[config.mk]
export PLATFORM = sky130hd
export DESIGN_NAME = cursor_compositor
export DESIGN_NICKNAME = d
export VERILOG_FILES = /design/src/rtl/cursor_compositor_pkg.sv /design/src/rtl/cursor_hit.sv /design/src/rtl/cursor_compositor.sv
export SDC_FILE = /design/constraint.sdc
export NUM_CORES = 1
export LEC_CHECK = 0
export ABC_AREA = 1
export CAP_MARGIN = 15
export CORE_MARGIN = 5
export CORE_UTILIZATION = 52
export DETAILED_ROUTE_END_ITERATION = 7
export GPL_ROUTABILITY_DRIVEN = 0
export PLACE_DENSITY = 0.81
export SLEW_MARGIN = 15
export SYNTH_ARGS = -nofsm -noshare
export SYNTH_HDL_FRONTEND = slang
export SYNTH_SLANG_ARGS = --single-unit
export TNS_END_PERCENT = 1
[constraint.sdc]
create_clock -name clk -period 2.7 [get_ports clk]
set_clock_uncertainty 0.2 [all_clocks]
set_input_delay 0.54 -clock clk [delete_from_list [all_inputs] [get_ports clk]]
set_output_delay 0.54 -clock clk [all_outputs]
set_load 0.005 [all_outputs]
[src/rtl/cursor_compositor_pkg.sv]
// cursor_compositor_pkg
//   Shared constants for the cursor compositor: default raster size, the
//   MODE encodings and the shadow-register layout latched once per frame.
package cursor_compositor_pkg;

    localparam int H_ACTIVE_DEF = 640;
    localparam int V_ACTIVE_DEF = 480;

    localparam logic [1:0] MODE_SOLID   = 2'd0;
    localparam logic [1:0] MODE_OUTLINE = 2'd1;
    localparam logic [1:0] MODE_CROSS   = 2'd2;
    localparam logic [1:0] MODE_OFF     = 2'd3;

    // Cursor state used for drawing; only updated at the frame latch event.
    typedef struct packed {
        logic [9:0] ph;
        logic [9:0] pv;
        logic [2:0] bot;
        logic [1:0] mode;
    } shadow_t;

endpackage

[src/rtl/cursor_hit.sv]
// cursor_hit
//   Combinational cursor geometry. Decides whether raster position
//   (conth, contv) is covered by the cursor shape selected by mode.
//   Ports:
//     conth, contv : raster counters
//     ph, pv       : shadow cursor position (top-left anchor)
//     mode         : shape select (solid / outline / crosshair / off)
//     hit          : cursor covers this position (active gating done by caller)
module cursor_hit
    import cursor_compositor_pkg::*;
#(
    parameter int H_ACTIVE = H_ACTIVE_DEF,
    parameter int V_ACTIVE = V_ACTIVE_DEF,
    parameter int CUR_SIZE = 8
) (
    input  logic [9:0] conth,
    input  logic [9:0] contv,
    input  logic [9:0] ph,
    input  logic [9:0] pv,
    input  logic [1:0] mode,
    output logic       hit
);

    localparam logic [10:0] HA = 11'(H_ACTIVE);
    localparam logic [10:0] VA = 11'(V_ACTIVE);
    localparam logic [10:0] CS = 11'(CUR_SIZE);

    // 11-bit arithmetic so a box near column/line 1023 cannot wrap to 0.
    logic [10:0] h, v, h0, v0, h1, v1;
    logic        in_box, on_edge, pos_ok, hit_raw;

    assign h  = {1'b0, conth};
    assign v  = {1'b0, contv};
    assign h0 = {1'b0, ph};
    assign v0 = {1'b0, pv};
    assign h1 = h0 + CS - 11'd1;
    assign v1 = v0 + CS - 11'd1;

    assign in_box  = (h >= h0) && (h <= h1) && (v >= v0) && (v <= v1);
    assign on_edge = in_box && ((h == h0) || (h == h1) || (v == v0) || (v == v1));

    // An anchor outside the visible area hides the cursor entirely, including
    // the crosshair lines that would otherwise still cross the screen.
    assign pos_ok = (h0 < HA) && (v0 < VA);

    always_comb begin
        hit_raw = 1'b0;
        case (mode)
            MODE_SOLID:   hit_raw = in_box;
            MODE_OUTLINE: hit_raw = on_edge;
            MODE_CROSS:   hit_raw = (h == h0) || (v == v0);
            MODE_OFF:     hit_raw = 1'b0;
        endcase
    end

    assign hit = pos_ok & hit_raw;

endmodule

[src/rtl/cursor_compositor.sv]
// cursor_compositor
//   Overlays a mouse cursor on a VGA raster. Position, buttons and shape are
//   latched into shadow registers once per frame (CONTV==V_ACTIVE, CONTH==0)
//   so a frame never tears. Two-stage pipeline: stage 1 registers
//   active/hit/buttons/syncs, stage 2 registers colour and syncs, giving a
//   fixed 2-cycle latency from the counters to R/G/B/HSYNC/VSYNC.
//   Ports:
//     clk, rst           : pixel clock, synchronous active-high reset
//     conth, contv       : raster counters from the timing generator
//     hsync_in, vsync_in : raw syncs aligned with the counters
//     posh, posv         : cursor position, top-left anchor
//     bot                : buttons [0] left, [1] right, [2] middle
//     mode               : cursor shape select
//     r, g, b            : registered pixel colour
//     hsync, vsync       : syncs delayed to match colour
//   Build option: CURSOR_BLINK_EN adds a frame counter that blinks the
//   cursor every BLINK_FRAMES frames unless a button is held.
module cursor_compositor
    import cursor_compositor_pkg::*;
#(
    parameter int H_ACTIVE     = H_ACTIVE_DEF,
    parameter int V_ACTIVE     = V_ACTIVE_DEF,
    parameter int CW           = 1,
    parameter int CUR_SIZE     = 8,
    parameter int BLINK_FRAMES = 30
) (
    input  logic          clk,
    input  logic          rst,
    input  logic [9:0]    conth,
    input  logic [9:0]    contv,
    input  logic          hsync_in,
    input  logic          vsync_in,
    input  logic [9:0]    posh,
    input  logic [9:0]    posv,
    input  logic [2:0]    bot,
    input  logic [1:0]    mode,
    output logic [CW-1:0] r,
    output logic [CW-1:0] g,
    output logic [CW-1:0] b,
    output logic          hsync,
    output logic          vsync
);

    localparam logic [10:0] HA  = 11'(H_ACTIVE);
    localparam logic [10:0] VA  = 11'(V_ACTIVE);
    localparam logic [7:0]  BF8 = 8'(BLINK_FRAMES);

    shadow_t sh;
    logic    frame_latch, active, hit, visible;

    assign frame_latch = ({1'b0, contv} == VA) && (conth == 10'd0);
    assign active      = ({1'b0, conth} < HA) && ({1'b0, contv} < VA);

    always_ff @(posedge clk) begin
        if (rst) begin
            sh <= '0;
        end else if (frame_latch) begin
            sh <= '{ph: posh, pv: posv, bot: bot, mode: mode};
        end
    end

    cursor_hit #(
        .H_ACTIVE (H_ACTIVE),
        .V_ACTIVE (V_ACTIVE),
        .CUR_SIZE (CUR_SIZE)
    ) u_hit (
        .conth (conth),
        .contv (contv),
        .ph    (sh.ph),
        .pv    (sh.pv),
        .mode  (sh.mode),
        .hit   (hit)
    );

`ifdef CURSOR_BLINK_EN
    logic [7:0] blink_cnt;
    logic       blink_vis;
    logic [7:0] blink_nxt;

    assign blink_nxt = blink_cnt + 8'd1;

    always_ff @(posedge clk) begin
        if (rst) begin
            blink_cnt <= 8'd0;
            blink_vis <= 1'b1;
        end else if (frame_latch) begin
            if (blink_nxt == BF8) begin
                blink_cnt <= 8'd0;
                blink_vis <= ~blink_vis;
            end else begin
                blink_cnt <= blink_nxt;
            end
        end
    end

    // Holding any button keeps the cursor on regardless of blink phase.
    assign visible = blink_vis | (|sh.bot);
`else
    logic unused_blink_cfg;
    assign unused_blink_cfg = ^BF8;
    assign visible          = 1'b1;
`endif

    // Stage 1: geometry result, buttons and syncs.
    logic       act_s1, hit_s1, hs_s1, vs_s1;
    logic [2:0] bot_s1;

    always_ff @(posedge clk) begin
        if (rst) begin
            act_s1 <= 1'b0;
            hit_s1 <= 1'b0;
            hs_s1  <= 1'b0;
            vs_s1  <= 1'b0;
            bot_s1 <= 3'b000;
        end else begin
            act_s1 <= active;
            hit_s1 <= hit & visible;
            hs_s1  <= hsync_in;
            vs_s1  <= vsync_in;
            // Buttons ride with the pixel so a latch event cannot recolour
            // a pixel already in flight.
            bot_s1 <= sh.bot;
        end
    end

    // Stage 2: colour.
    always_ff @(posedge clk) begin
        if (rst) begin
            r     <= '0;
            g     <= '0;
            b     <= '0;
            hsync <= 1'b0;
            vsync <= 1'b0;
        end else begin
            hsync <= hs_s1;
            vsync <= vs_s1;
            if (act_s1 && hit_s1) begin
                if (bot_s1 == 3'b000) begin
                    r <= '1;
                    g <= '1;
                    b <= '1;
                end else begin
                    r <= {CW{bot_s1[0]}};
                    g <= {CW{bot_s1[1]}};
                    b <= {CW{bot_s1[2]}};
                end
            end else begin
                r <= '0;
                g <= '0;
                b <= '0;
            end
        end
    end

endmodule

==> results of run 1 <==
## worst max-delay path: stages (launching register included)
cell and delay (ps):
dfxtp_2 330, inv_1 70, ha_2 200, a21oi_2 160, nand2_1 100, nor2_2 160, a21oi_1 70, or2_2 270
ha_1 270, nand2_1 70, nor2_1 40, a211oi_1 160, nand2_1 70, nand2_1 60, nand2_1 40, nand2_1 50
nand2_1 60, a21oi_2 110
## placed cells by master, fill, tap and decap left out
master | Yosys | routed
a211oi_1 | 1 | 1
a21o_1 | 3 | 3
a21oi_1 | 38 | 38
a21oi_2 | 3 | 2
a21oi_4 | 0 | 1
a31oi_1 | 2 | 2
and3_1 | 1 | 1
buf_12 | 0 | 1
buf_4 | 0 | 5
bufinv_16 | 0 | 1
clkbuf_8 | 0 | 5
clkdlybuf4s50_1 | 0 | 53
clkinv_4 | 0 | 1
clkinvlp_4 | 0 | 1
dfxtp_1 | 37 | 36
dfxtp_2 | 0 | 1
ha_1 | 42 | 40
ha_2 | 0 | 2
inv_1 | 58 | 58
inv_2 | 1 | 1
nand2_1 | 66 | 66
nand3_1 | 18 | 18
nand3b_1 | 3 | 3
nand4_1 | 3 | 3
nand4_2 | 1 | 1
nor2_1 | 31 | 29
nor2_2 | 0 | 2
nor3_2 | 1 | 2
nor4_1 | 1 | 1
nor4_2 | 3 | 3
o21a_1 | 1 | 1
o21ai_0 | 4 | 4
o21ai_1 | 23 | 23
o21ai_2 | 2 | 2
or2_2 | 2 | 2
xnor2_1 | 2 | 2
xor2_1 | 12 | 12
## per-layer routing
metal / track usage [%] / vias to the layer above / wire [um]
li1: - / 1323 / -
met1: 23.3 / 1154 / 2750
met2: 37.9 / 68 / 3370
met3: 3.62 / 13 / 337
met4: 5.98 / 0 / 123
met5: 0 / - / 0
## worst paths after layout
path,from,end,slack [ps],depth (start not counted)
max,sh[5],hit_s1,140,17
min,hs_s1,hsync,200,2
max reg2reg,sh[5],hit_s1,140,17
min reg2reg,hs_s1,hsync,200,2
## cells by family (layout without fill, tap and decap cells)
group	after synthesis	after routing	share of synthesized area [%]
compound gates	77	77	15.6
xor+xnor	14	14	4.57
fa+ha+maj	42	42	19.6
buf+inv	67	126	10.8
flops	37	37	27.6
simple gates	131	131	21.8
## state kept, by name (all words and copies together) (netlist names)
name and flops:
g 1, sh 25, hs_s1 1, vs_s1 1, hit_s1 1, act_s1 1
vsync 1, hsync 1, bot_s1 3, r 1, b 1
## power by group through the flow
| stage | Sequential, uW | Combinational [uW] | Clock [uW] |
|---|---|---|---|
| after CTS | 550 | 204 | 506 |
| after global routing | 550 | 229 | 531 |
| after global placement | 563 | 196 | 0 |
| final | 550 | 205 | 497 |
| after detailed placement | 563 | 202 | 0 |
| after floorplan | 563 | 91.1 | 0 |
## metrics by stage
step	cells	setup slack (ps)	total power [uW]	TNS [ps]	hold slack, ps
floorplan	368	253	654	0	188
global placement	487	148	759	0	191
detailed placement	487	53.8	765	0	192
CTS	495	38.9	1260	0	204
global route	497	-56.4	1310	-56.4	235
finish	497	137	1250	0	202
## final cells by class
| type | instances | area [um^2] |
|---|---|---|
| clock buffer | 5 | 68.8 |
| clock inverter | 3 | 46.3 |
| fill | 461 | 1650 |
| inverter | 59 | 221 |
| multi-input combinational | 264 | 1680 |
| sequential | 37 | 742 |
| tap | 70 | 87.6 |
| timing repair buffer | 59 | 588 |
## repair_timing
item / 4_1_cts / 5_1_grt
hold endpoints to repair: 0 / 0
setup endpoints to repair: 0 / 1
gates resized for setup: 0 / 7
setup buffers: 0 / 2
==> results.ini, run 1 <==
[cts]
cts_buffer_depth = 2
cts.sinks = 37
cts_made_buffers = 5
clkTransAtPathRegs_ps = 80
root_buffer = clkbuf_8
cts_tree = yes
clk_latency_ps = 290
htreeDepth = 2
hold_buffers = 0

[run]
cap_violations = 0

[synth]
synthCells = 368
synth_cell_types = 30
syn_area_mm2 = 0.00268
yosys.area.top_type = dfxtp_1
synth.most_common_cell = nand2_1
synth_top_cell_area_share_pct = 27.6
synth-edff-count = 0
avgSynthCellArea_um2 = 7.29
synthArstFlopShare_pct = 0
yosysSeqAreaShare_pct = 27.6
ys_ff_latch = 37
yosysWarnings = 0
ys.flop_type = dfxtp_1
syn_nets = 459
synth_common_cells = nand2_1, inv_1, ha_1
synthTopCellsByArea = dfxtp_1, ha_1, nand2_1

[power]
p_switching_uw = 315
pwr-share-comb_pct = 16.4
p_int_uw = 938
clockPowerShare_pct = 39.7
ir_drop_v = 0.000263
pwr-share-seq_pct = 43.9
p_per_area_mw_per_mm2 = 365
sw_frac_of_total_pct = 25.1
leakagePower_uw = 0.00147

[finish]
final_area_mm2 = 0.00343
drive_gt1_share_pct = 7.73
antennaDiodeCount = 0
flow.area_growth_from_synthesis_pct = 27.8
final_util_pct = 67.6
fin_nets = 517

[worst_setup_path]
crit_path_end_kind = flip-flop
crit_fanout = 4
required_ps = 2730
arrival_ps = 2600
critPathLaunchType = flip-flop
crit_type = reg2reg

[drt]
drtAntennaViolNets = 0
dr.first_iter.drc_count = 122
drt-total-wl_um = 6580
vias = 2558
drc = 0
firstDrtPassIters = 4
routed_via_density = 5.15
wl_per_cell_um = 13.2

[timing]
min_period_ps = 2560
tightest_slew_ps = 551
hold_viol = 0
relSlewSlack_pct = 63.2
setup_viol = 0
finalMaxSlewViolations = 0
period_share_pct = 94.9
clock.fmax_mhz = 390

[die]
ios = 54
core_area_mm2 = 0.00507
die_area_mm2 = 0.00670
initial_core_util_pct = 52.9
fp.dieH_um = 81.8
die_w_um = 81.8
rows = 26

[grt]
grt_max_degree = 41
grt.total_usage_pct = 20.3
grt_pass1_vias = 2442
grt_pass1_wl_um = 10500
antenna_found_initial = 0
grt_overflow_total = 0

[outcome]
outcome = complete, no violations

[placement]
hpwlAfterDp_um = 5120
numPortBuffers = 53
placed_area_mm2 = 0.00328

[min_path]
hold_class = reg2reg

No activity file was read; power rests on OpenSTA's default activity.
==> inputs of run 2 (changes only) <==
CTS_CLUSTER_DIAMETER = 30   (was default)
PLACE_DENSITY = 0.78   (was 0.81)
SKIP_CTS_REPAIR_TIMING = 1   (was default)
==> results.ini, run 2 (synthesis gave the netlist of run 1 again) <==
[drt]
wl_per_cell_um = 12.0
routed_via_density = 4.99
drt-total-wl_um = 5930
firstDrtPassIters = 4
dr.first_iter.drc_count = 82
drtAntennaViolNets = 0
vias = 2475
drc = 0

[timing]
finalMaxSlewViolations = 0
relSlewSlack_pct = 79.2
hold_viol = 0
setup_slack_ps = 148
setup_viol = 0
period_share_pct = 94.5
clock.fmax_mhz = 392
min_period_ps = 2550
setup_tns_ps = 0
tightest_slew_ps = 311
rsz0062_at_grt = no

[finish]
reg_top3 = sh x25, bot_s1 x3
layout_commonest_cell = nand2_1
layout.area.seq_um2 = 741
flow.area_growth_from_synthesis_pct = 27.0
final_area_mm2 = 0.00341
mostFrequentLayoutCells = nand2_1, inv_1, clkdlybuf4s50_1
multi_input_area_mm2 = 0.00168
drive_gt1_share_pct = 7.04
largest_register_ffs = 25
fin_nets = 516
fill_cells = 453
largest_register = sh
final_util_pct = 67.2
antennaDiodeCount = 0

[die]
die_w_um = 81.8
fp.dieH_um = 81.8
rows = 26
die_area_mm2 = 0.00670
ios = 54
initial_core_util_pct = 52.9
core_area_mm2 = 0.00507

[grt]
grt_pass1_vias = 2305
grt_pass1_wl_um = 9880
grt_overflow_total = 0
grt.total_usage_pct = 19.1
grt_max_degree = 32
antenna_found_initial = 0

[worst_setup_path]
reg2reg_slack_ps = 150
crit_fanout = 4
rr_worst_depth = 17
reg2reg_from = sh[5]
reg2reg_to = hit_s1
crit_path_end_kind = flip-flop
crit_type = reg2reg
required_ps = 2740
critPathLaunchType = flip-flop
arrival_ps = 2590

[placement]
placed_area_mm2 = 0.00326
numPortBuffers = 53
hpwlAfterDp_um = 4830
place_ws_ps = 65.4

[outcome]
outcome = complete, no violations

[cts]
clkTransAtPathRegs_ps = 80
htreeDepth = 2
cts_made_buffers = 5
root_buffer = clkbuf_8
cts_tree = yes
clk_latency_ps = 290
cts.sinks = 37
cts_buffer_depth = 2

[power]
pwr-share-seq_pct = 44.4
ir_drop_v = 0.000264
pwr-share-comb_pct = 16.2
clockPowerShare_pct = 39.5
total_power_uw = 1240
leakagePower_uw = 0.00146
sw_frac_of_total_pct = 24.4
p_switching_uw = 303
p_per_area_mw_per_mm2 = 364
p_int_uw = 937

[min_path]
hold_class = reg2reg
whs_endpoint = vsync
min_from = vs_s1
whs_path_depth = 2

[run]
cap_violations = 0

==> run 2: routing by layer <==
metal  routed length [um]  track usage (%)  vias up
met5                    0                0        -
met4                  124             8.64        0
met3                  344             3.95       12
met2                 2750             32.0       60
met1                 2710             23.3     1081
li1                     -                -     1322
==> run 2: layout make-up <==
| cell class | instances | area share (%) |
|---|---|---|
| Tap cell | 70 | 2.57 |
| Clock inverter | 3 | 1.36 |
| Sequential cell | 37 | 21.7 |
| Clock buffer | 5 | 2.02 |
| Multi-Input combinational cell | 264 | 49.2 |
| Inverter | 59 | 6.50 |
| Timing Repair Buffer | 58 | 16.7 |
==> run 2: through the flow <==
step | std cells | hold WS [ps]
5_1_grt | 496 | 229
6_report | 496 | 204
2_1_floorplan | 368 | 188
3_5_place_dp | 487 | 195
3_3_place_gp | 487 | 192
4_1_cts | 495 | 206
==> run 2: worst max path at each step <==
stage | start | to | slack, ps | cells after the start
2_1_floorplan | sh[5] | hit_s1 | 250 | 17
3_3_place_gp | sh[5] | hit_s1 | 150 | 17
3_5_place_dp | conth[9] | hit_s1 | 70 | 12
4_1_cts | sh[5] | hit_s1 | 40 | 17
5_1_grt | sh[15] | hit_s1 | 20 | 16
6_report | sh[5] | hit_s1 | 150 | 17
==> run 2: power groups by stage <==
stage | clock network [uW] | logic, uW | registers [uW]
finish | 489 | 200 | 550
global route | 532 | 227 | 550
CTS | 505 | 201 | 550
detailed placement | 0 | 199 | 563
global placement | 0 | 197 | 563
floorplan | 0 | 91.1 | 563
==> run 2: critical path: stages (launching register included) <==
cell,delay [ps]
dfxtp_1,350
inv_1,80
ha_2,200
a21oi_2,160
nand2_2,90
nor2_4,120
a21oi_1,70
or2_2,270
ha_1,270
nand2_1,80
nor2_1,40
a211oi_1,170
nand2_1,80
nand2_1,60
nand2_1,40
nand2_1,50
nand2_1,60
a21oi_2,100
==> inputs of run 3 (changes only) <==
PLACE_DENSITY = 0.91   (was 0.78)
==> results.ini, run 3 (synthesis gave the netlist of run 1 again) <==
[outcome]
outcome = complete, no violations

[worst_setup_path]
worstPathCellList = inv_1 -> ha_4 -> a21oi_4 -> nand2_2 -> nor2_4 -> a21oi_1 -> or2_2 -> ha_1 -> nand2_1 -> nor2_1 -> a211oi_2 -> nand2_1 -> nand2_1 -> nand2_1 -> nand2_1 -> nand2_1 -> a21oi_2
crit_cells = 17
arrival_ps = 2610
timing.critical_path.buf_inv = 1
critPathLaunchType = flip-flop
reg2reg_to = hit_s1
slowest_stage = dfxtp_1
startpoint = sh[6]
rr_worst_depth = 17
crit_type = reg2reg
cpMostUsedCell = nand2_1
reg2reg_from = sh[6]
crit_path_end_kind = flip-flop
crit_family = simple AND/OR/NAND/NOR gates
cp_slowest_stage_delay_ps = 310
crit_fanout = 4
required_ps = 2730
reg2reg_slack_ps = 120

[cts]
clk_latency_ps = 290
cts_tree = yes
root_buffer = clkbuf_8
cts_buffer_depth = 2
cts.sinks = 37
clkTransAtPathRegs_ps = 80
htreeDepth = 2
cts_made_buffers = 5

[drt]
vias = 2619
firstDrtPassIters = 5
drt-total-wl_um = 6590
dr.first_iter.drc_count = 145
wl_per_cell_um = 13.3
routed_via_density = 5.27
drc = 0
drtAntennaViolNets = 0

[timing]
setup_tns_ps = 0
min_period_ps = 2580
finalHoldWorstSlack_ps = 206
period_share_pct = 95.4
finalMaxSlewViolations = 0
setup_viol = 0
clock.fmax_mhz = 388
relSlewSlack_pct = 73.1
hold_viol = 0
tightest_slew_ps = 402

[finish]
fill_cells = 432
reg_top3 = sh x25, bot_s1 x3
mostFrequentLayoutCells = nand2_1, inv_1, clkdlybuf4s50_1
largest_register_ffs = 25
multi_input_area_mm2 = 0.00171
largest_register = sh
final_area_mm2 = 0.00345
fin_nets = 517
antennaDiodeCount = 0
layout_commonest_cell = nand2_1
flow.area_growth_from_synthesis_pct = 28.6
drive_gt1_share_pct = 8.67
finalNonFillerCells = 497
layout.area.seq_um2 = 742

[die]
die_w_um = 81.8
rows = 26
initial_core_util_pct = 52.9
fp.dieH_um = 81.8
die_area_mm2 = 0.00670
ios = 54
core_area_mm2 = 0.00507

[power]
ir_drop_v = 0.000310
total_power_uw = 1250
leakagePower_uw = 0.00148
p_per_area_mw_per_mm2 = 362

[grt]
grt_pass1_wl_um = 10500
grt_pass1_vias = 2509
grt_max_degree = 36
antenna_found_initial = 0
grt.total_usage_pct = 19.9
grt_overflow_total = 0

[placement]
numPortBuffers = 53
placed_cells = 487
placed_area_mm2 = 0.00326
hpwlAfterDp_um = 5260

[min_path]
whs_path_depth = 2
hold_class = reg2reg
whs_endpoint = vsync
min_from = vs_s1

[run]
cap_violations = 0

## run 3: through the flow
stage	setup slack (ps)	utilization, %
2_1_floorplan	253	-
3_3_place_gp	155	64.3
3_5_place_dp	8.93	64.3
4_1_cts	-21.6	66.6
5_1_grt	-44.5	68.0
6_report	124	68.0
## run 3: layout make-up
class                      instances  share of cell area (%)
timing repair buffer              59                    16.7
clock inverter                     3                    1.34
inverter                          59                    6.42
sequential                        37                    21.5
multi-input combinational        264                    49.5
clock buffer                       5                    1.99
tap                               70                    2.54
## run 3: power by group
group          internal (uW)  total (uW)  switching, uW
Clock                    276         490            213
Combinational            113         210           96.9
Sequential               549         550          0.946
Total                    939        1250            311
## run 3: per-layer routing
metal	global-route usage, %	share of wire (%)	vias up
met5	0	0	-
met4	8.64	3.5	0
met3	3.84	6.0	31
met2	35.5	49	96
met1	23.0	42	1170
li1	-	-	1322
## run 3: tightest hold or removal path, delay by kind of cell, from the launching register on
family	cells	cell delay [ps]
buffers and inverters	1	40
AND/OR/NAND/NOR	1	30
flip-flops	1	300
## run 3: worst max path at each step
stage	slack, ps	end
2_1_floorplan	250	hit_s1
3_3_place_gp	150	hit_s1
3_5_place_dp	9	hit_s1
4_1_cts	-20	hit_s1
5_1_grt	-40	hit_s1
6_report	120	hit_s1
==> variant 1, RTL diff (config.mk and constraints of run 1) <==
Register the output `hsync` once more; this adds one clock of latency there. The other outputs are not delayed to match.
--- a/src/rtl/cursor_compositor.sv
+++ b/src/rtl/cursor_compositor.sv
@@ -44,6 +44,8 @@
     localparam logic [10:0] HA  = 11'(H_ACTIVE);
     localparam logic [10:0] VA  = 11'(V_ACTIVE);
     localparam logic [7:0]  BF8 = 8'(BLINK_FRAMES);
+
+    logic hsync_s0;
 
     shadow_t sh;
     logic    frame_latch, active, hit, visible;
@@ -129,10 +131,10 @@
             r     <= '0;
             g     <= '0;
             b     <= '0;
-            hsync <= 1'b0;
+            hsync_s0 <= 1'b0;
             vsync <= 1'b0;
         end else begin
-            hsync <= hs_s1;
+            hsync_s0 <= hs_s1;
             vsync <= vs_s1;
             if (act_s1 && hit_s1) begin
                 if (bot_s1 == 3'b000) begin
@@ -152,5 +154,9 @@
         end
     end
 
+    always_ff @(posedge clk) begin
+        hsync <= hsync_s0;
+    end
+
 endmodule
 
Check against the original RTL: not equivalent (a bounded check fails within 4 cycles, from zero or initial values and one cycle with rst high).
==> variant 1 against run 1 <==
  * Area after synthesis up 0.75%
  * Sequential cell count up 1
  * Final area up 1.3%
  * Routed wire length down 4.5%
  * Fmax down 0.20%
  * Setup slack worse by 5.1 ps
  * Total power up 8.4%
  * Critical path type unchanged
  * Largest power group is now clock
  * Highest routed layer unchanged
==> variant 1: results (changes against run 1) <==
| Metric | Value |
|---|---|
| Post-Synth Adder-Cell Area | `19.4% (-0.14 points)` |
| DP Wirelength | `5080 um (-0.79%)` |
| Worst skew pair latency | `290 ps (about the same)` |
| Setup TNS | `0 ps (unchanged)` |
| Largest delay share family, worst path | `simple AND/OR/NAND/NOR gates` |
| Total Routed Length | `6280 um (-4.5%)` |
| Largest net degree at the start of global routing | `34 (-17%)` |
| Worst min path class | `flip-flop to flip-flop` |
| Status | `completed` |
| GR Util met3 | `3.47% (-0.15 points)` |
| Arrival time worst endpoint | `2600 ps (about the same)` |
| Post-synthesis compound-gate area fraction | `15.5% (-0.12 points)` |
| Biggest registers after layout | `sh (25), bot_s1 (3)` |
| Leakage power | `1.50 nW (+1.7%)` |
| Yosys cell types | `30 (unchanged)` |
| VDD IR-drop max | `0.282 mV (+7.3%)` |
| Clock-pin slew on the worst setup and hold paths | `80 ps (about the same)` |
| Vias per cell | `5.02 (-2.5%)` |
| Met1 Usage GRT | `22.8% (-0.54 points)` |
| Met2 wire len | `2990 um (-11%)` |
| Post-synthesis mux area share | `0% (unchanged)` |
| Via count | `2500 (-2.3%)` |
| Syn nets | `460 (+0.22%)` |
| Area contributors post-synth | `dfxtp_1, ha_1, nand2_1, inv_1, a21oi_1` |
| IO Port Bufs | `53 (unchanged)` |
| Slowest cell on the critical path | `dfxtp_1` |
| Root Driver | `clkbuf_8` |
| XOR/XNOR share of the synthesized area | `4.53% (-0.034 points)` |
| M1 WL | `2850 um (+3.7%)` |
| ANT cells | `0 (unchanged)` |
| Logic gate share of total power | `15.2% (-1.2 points)` |
| Ys async rst share | `0% (unchanged)` |
| Worst Tran Pin Value | `478 ps (-72.8 ps)` |
| Comb power | `206 uW` |
| Pre-CTS setup slack | `52.6 ps (-1.24 ps)` |
| First-pass GRT wire length | `10200 um (-2.9%)` |
| Dpl cells | `488 (+0.21%)` |
| Met2 Usage GRT | `35.2% (-2.7 points)` |
| Sequential-to-total area share from yosys stat | `28.1% (+0.54 points)` |
| Slew Limit Fails | `0 (unchanged)` |
| Post-CTS Hold Buffers | `0 (unchanged)` |
| Drt pass-1 iters | `4 (unchanged)` |
| Mean Syn Cell Area | `7.33 um^2 (+0.47%)` |
| Nets | `518 (+0.19%)` |
| Layout cell share with drive strength beyond 1 | `7.24% (-0.49 points)` |
| Synth cell count leaders | `nand2_1, inv_1, ha_1, a21oi_1, dfxtp_1` |
| Wire length on met3 | `356 um (+5.6%)` |
| Global Route Usage Sum | `19.5% (-0.85 points)` |
| Seq pwr share | `41.6% (-2.3 points)` |
| Initial drt markers | `74 (-39%)` |
| Internal power | `1.05 mW (+12%)` |
| Worst stage delay on the critical path | `around 340 ps` |
| Placed instance area | `3300 um^2 (+0.61%)` |
| H-tree Lvls | `2 (unchanged)` |
variant 1: path summary, 6_finish.rpt:
kind | startpoint | end | slack (ps) | depth (start not counted)
hold / removal | hsync_s0$_SDFF_PP0_ | hsync$_DFF_P_ | 140 | 0
setup / recovery | sh[5]$_SDFFE_PP0P_ | hit_s1$_SDFF_PP0_ | 130 | 17
setup reg to reg | sh[5]$_SDFFE_PP0P_ | hit_s1$_SDFF_PP0_ | 130 | 17
hold reg to reg | hsync_s0$_SDFF_PP0_ | hsync$_DFF_P_ | 140 | 0
variant 1: final cells by class:
| class | count | area [um^2] |
|---|---|---|
| timing repair buffer | 59 | 588 |
| clock inverter | 3 | 68.8 |
| multi-input combinational | 264 | 1680 |
| sequential | 38 | 761 |
| clock buffer | 5 | 68.8 |
| inverter | 59 | 221 |
| fill | 451 | 1600 |
| tap | 70 | 87.6 |
variant 1: timing repair:
action	in CTS	in global routing
cloned	0	0
pin swaps	1	3
setup endpoints to repair	1	1
setup buffers	0	2
resized for setup	1	5
==> variant 2, RTL diff (settings of run 1) <==
Without the edit above. Add a define of `CURSOR_BLINK_EN`.
--- a/src/rtl/cursor_compositor.sv
+++ b/src/rtl/cursor_compositor.sv
@@ -15,6 +15,8 @@
 //     hsync, vsync       : syncs delayed to match colour
 //   Build option: CURSOR_BLINK_EN adds a frame counter that blinks the
 //   cursor every BLINK_FRAMES frames unless a button is held.
+`define CURSOR_BLINK_EN
+
 module cursor_compositor
     import cursor_compositor_pkg::*;
 #(
Check against the original RTL: no difference found for any inputs over 10 cycles, from zero or initial values and one cycle with rst high; that may be too few to reach the edited logic, so the function may still have changed.
==> variant 2 against run 1 <==
  * Sequential share of layout area increased by 1.5 points
  * Final area increased by 16%
  * Sequential power up 24%
  * Total power up 3.8%
  * Synthesized cell count up 16%
  * Via count is 16% higher
  * Area after synthesis grew 20%
  * Routed wire length increased by 11%
  * Sequential cell count increased by 9
  * Utilization fell by 0.54 points
  * First-iteration DRC count decreased by 8.2%
  * Setup slack better by 26 ps
  * Critical endpoint unchanged
==> variant 2: results (changes against run 1) <==
| Metric | Value |
|---|---|
| Status | `completed` |
| Arrival time worst endpoint | `2540 ps (-60 ps)` |
| Met2 wire len | `3690 um (+9.6%)` |
| Wire length on met3 | `323 um (-4.2%)` |
| Placed instance area | `3830 um^2 (+17%)` |
| VDD IR-drop max | `0.219 mV (-17%)` |
| Hold Worst Slack | `208 ps (+5.68 ps)` |
| HP Start | `vs_s1$_SDFF_PP0_` |
| Slew margin rel. | `63.0% (-0.17 points)` |
| Leakage power | `1.68 nW (+14%)` |
| Post-Syn Instances | `426 (+16%)` |
| Initial drt markers | `112 (-8.2%)` |
| Area contributors post-synth | `dfxtp_1, ha_1, nand2_1, nor2_1, a211oi_2` |
| Routed len/inst | `13.0 um (-1.7%)` |
| Dpl cells | `552 (+13%)` |
| Nets | `580 (+12%)` |
| Hold endpoint | `vsync$_SDFF_PP0_` |
| M1 WL | `3190 um (+16%)` |
| Biggest registers after layout | `sh (25), blink_cnt (8), bot_s1 (3)` |
| Sequential-to-total area share from yosys stat | `28.7% (+1.1 points)` |
| Via count | `2955 (+16%)` |
| Syn nets | `519 (+13%)` |
| DP Wirelength | `5690 um (+11%)` |
| Pre-CTS setup slack | `-104 ps (-157 ps)` |
| Register-to-register setup slack | `160 ps (+30 ps)` |
| Maximum fanout along the worst path | `5 (+1)` |
| Yosys cell types | `28 (-6.7%)` |
| First-pass GRT wire length | `11900 um (+13%)` |
-- variant 2: cells by family (layout without fill, tap and decap cells) --
kind of cell	after synthesis	in the layout	share of synthesized area, %
AOI/OAI and AO/OA	61	61	14.9
xor gates and xnor gates	21	21	5.73
adders and majority gates	44	44	17.2
buffers and inverters	69	131	8.78
DFF	46	46	28.7
muxes	1	1	0.312
and+or+nand+nor	184	184	24.4
-- variant 2: per-layer routing --
layer  up-vias  GRT usage, %
met5         -             0
met4         0          7.28
met3         8          2.51
met2        62          35.2
met1      1360          22.7
li1       1525             -
-- variant 2: layout make-up --
cell class	count	area, um^2
timing repair buffer	64	608
clock buffer	5	68.8
clock inverter	3	21.3
tap	75	93.8
multi-input combinational	311	2050
sequential	46	925
fill	483	1960
inverter	59	221
-- variant 2: what timing repair did --
action / CTS / global route
pin swaps: 1 / 3
setup buffers: 1 / 2
gates resized for setup: 2 / 18
hold endpoints to repair: 0 / 0
endpoints found under the setup margin: 1 / 1
-- variant 2: power by group --
group	leakage (nW)	switching, mW	internal, mW	total (mW)
sequential	0.373	0.000993	0.682	0.683
combinational	1.26	0.0887	0.104	0.193
clock	0.0441	0.242	0.182	0.424
-- variant 2: worst max path at each step --
stage                        startpoint                end  slack (ps)  cells after the start
finish               sh[5]$_SDFFE_PP0P_  hit_s1$_SDFF_PP0_         160                     17
global route        sh[15]$_SDFFE_PP0P_  hit_s1$_SDFF_PP0_           5                     17
CTS                  sh[5]$_SDFFE_PP0P_  hit_s1$_SDFF_PP0_          50                     17
detailed placement   sh[5]$_SDFFE_PP0P_  hit_s1$_SDFF_PP0_        -100                     16
global placement     sh[5]$_SDFFE_PP0P_  hit_s1$_SDFF_PP0_         -30                     16
floorplan            sh[5]$_SDFFE_PP0P_  hit_s1$_SDFF_PP0_         330                     17
